[src/rtl/ysyx_22040931_ifu.sv]
// Instruction fetch unit with a single outstanding request and an IF/ID register.
// Optional feature: YSYX_22040931_IFU_MISALIGN_EN keeps misaligned redirect targets and flags them.
module ysyx_22040931_ifu #(
    parameter logic [63:0] RESET_PC = 64'h0000_0000_8000_0000
) (
    input  logic        clock,
    input  logic        reset,
    input  logic        stall,
    input  logic        mux_pc,
    input  logic [63:0] branch,
    output logic        inst_req_valid,
    input  logic        inst_req_ready,
    output logic [63:0] inst_req_addr,
    input  logic        inst_rsp_valid,
    input  logic [31:0] inst_rsp_data,
    output logic [63:0] pc_o,
    output logic [31:0] instr_o,
    output logic        valid_o,
    output logic        fetch_misalign
);

    localparam logic [31:0] NOP = 32'h0000_0013;

    typedef enum logic [1:0] {
        IDLE = 2'd0,
        WAIT = 2'd1,
        HOLD = 2'd2,
        DROP = 2'd3
    } state_t;

    state_t      r_state;
    state_t      w_state_nxt;
    logic [63:0] r_fetch_pc;
    logic [63:0] r_req_pc;
    logic [31:0] r_buf_data;
    logic [63:0] r_pc;
    logic [31:0] r_instr;
    logic        r_valid;
    logic        r_fetch_misalign;

    logic        w_redirect;
    logic [63:0] w_target;
    logic        w_target_mis;
    logic        w_suppress;
    logic        w_req_valid;
    logic        w_fire;
    logic        w_load_rsp;
    logic        w_load_buf;
    logic        w_capture;

    // A stalled decode stage cannot accept a redirect.
    assign w_redirect = mux_pc & ~stall;

`ifdef YSYX_22040931_IFU_MISALIGN_EN
    assign w_target     = branch;
    assign w_target_mis = |branch[1:0];
    assign w_suppress   = r_fetch_misalign;
`else
    assign w_target     = branch & ~64'h0000_0000_0000_0003;
    assign w_target_mis = 1'b0;
    assign w_suppress   = 1'b0;
`endif

    assign w_fire         = w_req_valid & inst_req_ready;
    assign inst_req_valid = w_req_valid;
    assign inst_req_addr  = r_fetch_pc;
    assign pc_o           = r_pc;
    assign instr_o        = r_instr;
    assign valid_o        = r_valid;
    assign fetch_misalign = r_fetch_misalign;

    always_ff @(posedge clock or posedge reset) begin
        if (reset) begin
            r_state <= IDLE;
        end else begin
            r_state <= w_state_nxt;
        end
    end

    always_comb begin
        w_state_nxt = r_state;
        w_req_valid = 1'b0;
        w_load_rsp  = 1'b0;
        w_load_buf  = 1'b0;
        w_capture   = 1'b0;
        case (r_state)
            IDLE: begin
                w_req_valid = ~w_redirect & ~w_suppress & ~reset;
                if (!w_redirect && w_req_valid && inst_req_ready) begin
                    w_state_nxt = WAIT;
                end else begin
                    w_state_nxt = IDLE;
                end
            end
            WAIT: begin
                // A response arriving with the redirect is consumed here, so nothing is left to drop.
                if (w_redirect) begin
                    w_state_nxt = inst_rsp_valid ? IDLE : DROP;
                end else if (inst_rsp_valid) begin
                    if (stall) begin
                        w_capture   = 1'b1;
                        w_state_nxt = HOLD;
                    end else begin
                        w_load_rsp  = 1'b1;
                        w_state_nxt = IDLE;
                    end
                end else begin
                    w_state_nxt = WAIT;
                end
            end
            HOLD: begin
                if (w_redirect) begin
                    w_state_nxt = IDLE;
                end else if (!stall) begin
                    w_load_buf  = 1'b1;
                    w_state_nxt = IDLE;
                end else begin
                    w_state_nxt = HOLD;
                end
            end
            DROP: begin
                if (inst_rsp_valid) begin
                    w_state_nxt = IDLE;
                end else begin
                    w_state_nxt = DROP;
                end
            end
            default: begin
                w_state_nxt = IDLE;
            end
        endcase
    end

    always_ff @(posedge clock or posedge reset) begin
        if (reset) begin
            r_fetch_pc       <= RESET_PC;
            r_req_pc         <= 64'h0000_0000_0000_0000;
            r_buf_data       <= 32'h0000_0000;
            r_pc             <= 64'h0000_0000_0000_0000;
            r_instr          <= NOP;
            r_valid          <= 1'b0;
            r_fetch_misalign <= 1'b0;
        end else begin
            if (w_redirect) begin
                r_fetch_pc       <= w_target;
                r_fetch_misalign <= w_target_mis;
            end else if (w_fire) begin
                r_fetch_pc <= r_fetch_pc + 64'd4;
            end
            if (w_fire) begin
                r_req_pc <= r_fetch_pc;
            end
            if (w_capture) begin
                r_buf_data <= inst_rsp_data;
            end
            // Every non-stalled edge either presents a new entry or a bubble.
            if (!stall) begin
                if (w_load_rsp) begin
                    r_pc    <= r_req_pc;
                    r_instr <= inst_rsp_data;
                    r_valid <= 1'b1;
                end else if (w_load_buf) begin
                    r_pc    <= r_req_pc;
                    r_instr <= r_buf_data;
                    r_valid <= 1'b1;
                end else begin
                    r_instr <= NOP;
                    r_valid <= 1'b0;
                end
            end
        end
    end

endmodule
[config.mk]
export PLATFORM = sky130hd
export DESIGN_NAME = ysyx_22040931_ifu
export DESIGN_NICKNAME = d
export VERILOG_FILES = /design/src/rtl/ysyx_22040931_ifu.sv
export SDC_FILE = /design/constraint.sdc
export NUM_CORES = 1
export LEC_CHECK = 0
export CAP_MARGIN = 20
export CORE_ASPECT_RATIO = 1.4
export CORE_MARGIN = 5
export CORE_UTILIZATION = 45
export DETAILED_ROUTE_END_ITERATION = 8
export GPL_TIMING_DRIVEN = 0
export HOLD_SLACK_MARGIN = 0.02
export PLACE_DENSITY = 0.81
export SLEW_MARGIN = 25
export SYNTH_ARGS = -nofsm -noshare
export SYNTH_HDL_FRONTEND = slang
export SYNTH_SLANG_ARGS = --single-unit
[constraint.sdc]
create_clock -name clock -period 13.56 [get_ports clock]
set_input_delay 4.068 -clock clock [delete_from_list [all_inputs] [get_ports clock]]
set_output_delay 4.068 -clock clock [all_outputs]
set_load 0.02 [all_outputs]
After elaboration in Yosys (flattened, before gate mapping). Index checks and enable logic that the tools add are counted.

Flip-flop bits (word level): 259. Input port bits: 102. Word-level logic and storage cells: 50.

Add/subtract/negate cells: 1. Eq/ne operators: 3. Multiplexer cells: 26. Bitwise operators: 6. Reduce and logical (&&, ||, !) cells: 7.

Operators by type and width (count): $mux W64 (4); $add A64 B3 Y64 const B (1); $mux W32 (2); $mux W1 (14); $mux W2 (5); $pmux W2 S4 (1); $eq A2 B2 Y1 const B (2); $reduce_bool A2 Y1 (2); $and A1 B1 Y1 (3); $not A1 Y1 (3); $eq A2 B1 Y1 const B (1); $logic_and A1 B1 Y1 (2); $logic_not A2 Y1 (1); $reduce_and A2 Y1 (1); $logic_not A1 Y1 (1).

Depth between registers and ports, before layout. Gate-level depths: netlist (run 1).

Word-level depth: 8. Gate-level depth with buffers: 9. Gate-level depth less buffers: 6.

Worst setup path after synthesis (run 1). OpenSTA, ideal clock, no wires.

Kind: input -> output. From: input port stall. To: output port inst_req_valid. Arrival: 5.412 ns. Data required time: 9.492 ns. Slack: 4.080 ns. Stages on the path: 5. Path buffers: 3. Cell sequence: clkbuf_1 nor2b_1 clkbuf_1 clkbuf_1 nor4_1.

Cells in the longest elaborated chain, start to end: 5.

Ends and longest elaborated chain: start, declared (line 8) `input logic stall,`; $not A1 Y1 (no line); $and A1 B1 Y1 (line 52) `assign w_redirect = mux_pc & ~stall;`; $not A1 Y1 (line 88) `w_req_valid = ~w_redirect & ~w_suppress & ~reset;`; $and A1 B1 Y1 (line 88); $mux W1 (line 86) `case (r_state)`; end, declared (line 11) `output logic inst_req_valid,`.

No other way between the ends.

Final worst setup path (run 1).
From: input port mux_pc. To: output port inst_req_valid.

Cells in the longest elaborated chain, start to end: 4.

Ends and longest elaborated chain: start, declared (line 9) `input logic mux_pc,`; $and A1 B1 Y1 (line 52); $not A1 Y1 (line 88); $and A1 B1 Y1 (line 88); $mux W1 (line 86).

No other way between the ends.

==> results of run 1 <==
[cell usage after synthesis (all sizes together) (4+ instances only)]
library cell / n / area share
a211oi: 12 / 0.0081
a21oi: 5 / 0.0022
a222oi: 29 / 0.026
a311oi: 4 / 0.0031
a31oi: 24 / 0.013
and2: 6 / 0.0034
and3: 6 / 0.0034
buf: 14 / 0.0075
clkbuf: 51 / 0.017
dfrtp: 249 / 0.56
dfstp: 4 / 0.0094
inv: 42 / 0.014
mux2: 92 / 0.093
mux2i: 4 / 0.0036
nand2: 227 / 0.077
nand3: 40 / 0.018
nand4: 30 / 0.017
nor2: 63 / 0.021
nor3: 24 / 0.011
nor4: 14 / 0.0084
o211ai: 9 / 0.0061
o21ai: 33 / 0.015
o22ai: 5 / 0.0028
o31ai: 7 / 0.0047
or3: 19 / 0.011
or4: 18 / 0.012
[kinds of logic (layout without fill, tap and decap cells)]
kind of cell,count (synthesis),in the layout
AO/OA/AOI/OAI,148,148
XOR/XNOR,3,3
adder cells (fa/ha/maj),1,1
buffers and inverters,107,411
flip-flops,253,253
multiplexers,96,96
other,1,7
AND/OR/NAND/NOR,462,462
[power groups by stage]
| stage | Sequential, mW | Combinational, mW | Clock [mW] |
|---|---|---|---|
| after floorplan | 1.26 | 0.269 | 0 |
| after global placement | 1.14 | 0.774 | 0 |
| after detailed placement | 1.15 | 0.792 | 0 |
| after CTS | 1.14 | 0.797 | 0.805 |
| after global routing | 1.17 | 0.845 | 0.836 |
| final | 1.14 | 0.790 | 0.794 |
[worst paths after layout]
check	from	endpoint	slack, ns	depth (start not counted)
min reg2reg	r_req_pc[49]	r_req_pc[49]	0.47	2
max in group asynchronous	reset	inst_req_addr[24]	8.64	3
min	r_req_pc[49]	r_req_pc[49]	0.47	2
max	mux_pc	inst_req_valid	2.70	6
max reg2reg	inst_req_addr[31]	inst_req_addr[61]	10.29	6
min in group asynchronous	reset	r_req_pc[21]	4.10	2
[per-layer routing]
metal,up-vias,track usage,share of wire
li1,4424,-,-
met1,4885,0.320,0.38
met2,478,0.436,0.49
met3,123,0.0429,0.070
met4,0,0.148,0.060
met5,-,0,0
[stage by stage]
stage	std cells	hold WS, ns
final	1696	0.473
after global routing	1696	0.490
after global placement	1646	0.454
after detailed placement	1648	0.459
after floorplan	1075	0.442
after CTS	1694	0.476
[final cells by class]
type | instances | area (sq um) | share of cell area
sequential | 253 | 6340 | 0.419
multi-input combinational | 715 | 4380 | 0.290
timing repair buffer | 258 | 2620 | 0.173
clock buffer | 25 | 626 | 0.0414
tap | 315 | 394 | 0.0261
clock inverter | 21 | 320 | 0.0212
buffer | 65 | 275 | 0.0182
inverter | 42 | 165 | 0.0109
antenna | 2 | 5.00 | 0.000331
[worst max-delay path, delay by kind of cell]
family | cells | cell delay (ns)
buffers and inverters | 4 | 2.27
and+or+nand+nor | 2 | 0.43
[flip-flops by register name, indices dropped and copies added, names as in the netlist]
register / cells
r_req_pc: 62
inst_req_addr: 62
r_state: 2
r_buf_data: 32
valid_o: 1
pc_o: 62
instr_o: 32
==> results.yml, run 1 <==
grt:
  grt_max_degree: 98
  antenna_found_initial: 2
  grtUsageTotal: 0.262
  first_global_vias: 10300
  grt-ovfl-total: 0
  grt_pass1_wl_um: 57800
layout:
  drive_gt1_frac: 0.119
  fin_nets: 1463
  nFillCells: 2016
  fin_area_sq_mm: 0.0151
  layout_commonest_cell: "clkdlybuf4s50_1"
  layout_common_cells: "clkdlybuf4s50_1 (256), dfrtp_1 (249), nand2_1 (227), mux2_2 (92), nor2_1 (63)"
  areaGrowthSynthToFinish_pct: 35.9
  fin_util: 0.617
sta:
  maxSlewViolCount: 0
  rsz0062_at_grt: "false"
  hold_violations: 0
  slew_headroom: 0.360
  fmax_mhz: 92.1
  fin_ws_ns: 2.70
  final-setup-viol-count: 0
  finalCritPeriodShare: 0.801
  tightest_slew_ns: 0.952
  fin_crit_ns: 10.86
  setup_tns_ns: 0
  skew_ns: 0.0101
floorplanning:
  io_pins: 265
  start_util: 0.454
  dieHeight_um: 196
  dieArea_sq_mm: 0.0280
  core_area_sq_mm: 0.0245
  rows: 68
  die_w_um: 143
yosys:
  ys.flop_type: "dfrtp_1"
  synth_compound_area_frac: 0.0975
  postSynthCellCount: 1071
  synth-async-reset-ratio: 1.00
  ys_seq_area_frac: 0.569
  synth_mux_area_frac: 0.0967
  synth_seq_cells: 253
  yosys.area_share.simple: 0.194
  synth_xor_area_frac: 0.00236
  synth_fa_ha_area_frac: 0.00112
  netlist_area_sq_mm: 0.0111
  synth.distinct_cells: 58
  synth_edf_count: 0
  ys_warn_count: 0
  avgSynthCellArea_sq_um: 10.4
  synth_top_family_by_area: "simple AND/OR/NAND/NOR gates"
clock_tree:
  clk_pin_slew_ns: 0.07
  cts.sinks: 253
  cts-buffers-inserted: 25
  cts_hold_buf: 0
  clockBufferDepth: 3
  clk_latency_ns: 0.53
  postCtsSetupRepairBufs: 0
  h-tree-depth: 1
  cts_resized: 0
  cts-root-buf: "clkbuf_16"
  cts_tree: "done"
pwr:
  leakage_nw: 6.68
  seqPwrFrac: 0.419
  clockPowerShare: 0.291
  power_switching_uw: 879
  p_per_area_mw_per_mm2: 180
  totalPowerFinal_mw: 2.72
  swShare: 0.323
  p_int_mw: 1.85
  ir_drop_mv: 0.102
  pwr-share-comb: 0.290
critical_path:
  worstPathMaxFanout: 10
  cp.required_ns: 9.49
  arrival_ns: 6.79
  cp-end-kind: "output port"
  critPathKind: "primary input to output port"
  critPathLaunchType: "primary input"
  crit_chain: "clkdlybuf4s50_1 > nor2b_1 > clkbuf_1 > clkbuf_1 > nor4_1 > clkdlybuf4s50_1"
  slowest_delay_ns: 0.66
  crit_slowest_cell: "clkbuf_1"
detailed_routing:
  drcViolationCount: 0
  ant_nets: 0
  firstDrtPassIters: 5
  drtIter0Drc: 832
  vias: 9910
  wl_per_cell_um: 21.7
  routed_wl_um: 36800
  via_per_inst: 5.84
place:
  place_ws_ns: 2.81
  place.detailed.hpwl_um: 27100
  place_area_sq_mm: 0.0142
  io_buffers: 256
  place_congestion: 0.967
outcome:
  outcome: "finished clean"
min_path:
  worstHoldPathType: "flop to flop"
flow_run:
  drv_cap: 0
Note: power is estimated with default switching activity, not from simulation.
==> run 2: changes to the inputs <==
clock period = 10.1 ns   (was 13.56 ns; I/O delays follow)
==> results of run 2 <==
The final DEF is identical to that of run 1. Status: finished clean.
Main changes from that run: setup slack after placement 2.81 ns -> 1.43 ns; setup slack after layout 2.70 ns -> 1.32 ns; register-to-register setup slack 10.29 ns -> 6.83 ns; total power 2.72 mW -> 3.66 mW; worst IR drop on VDD 0.102 mV -> 0.137 mV
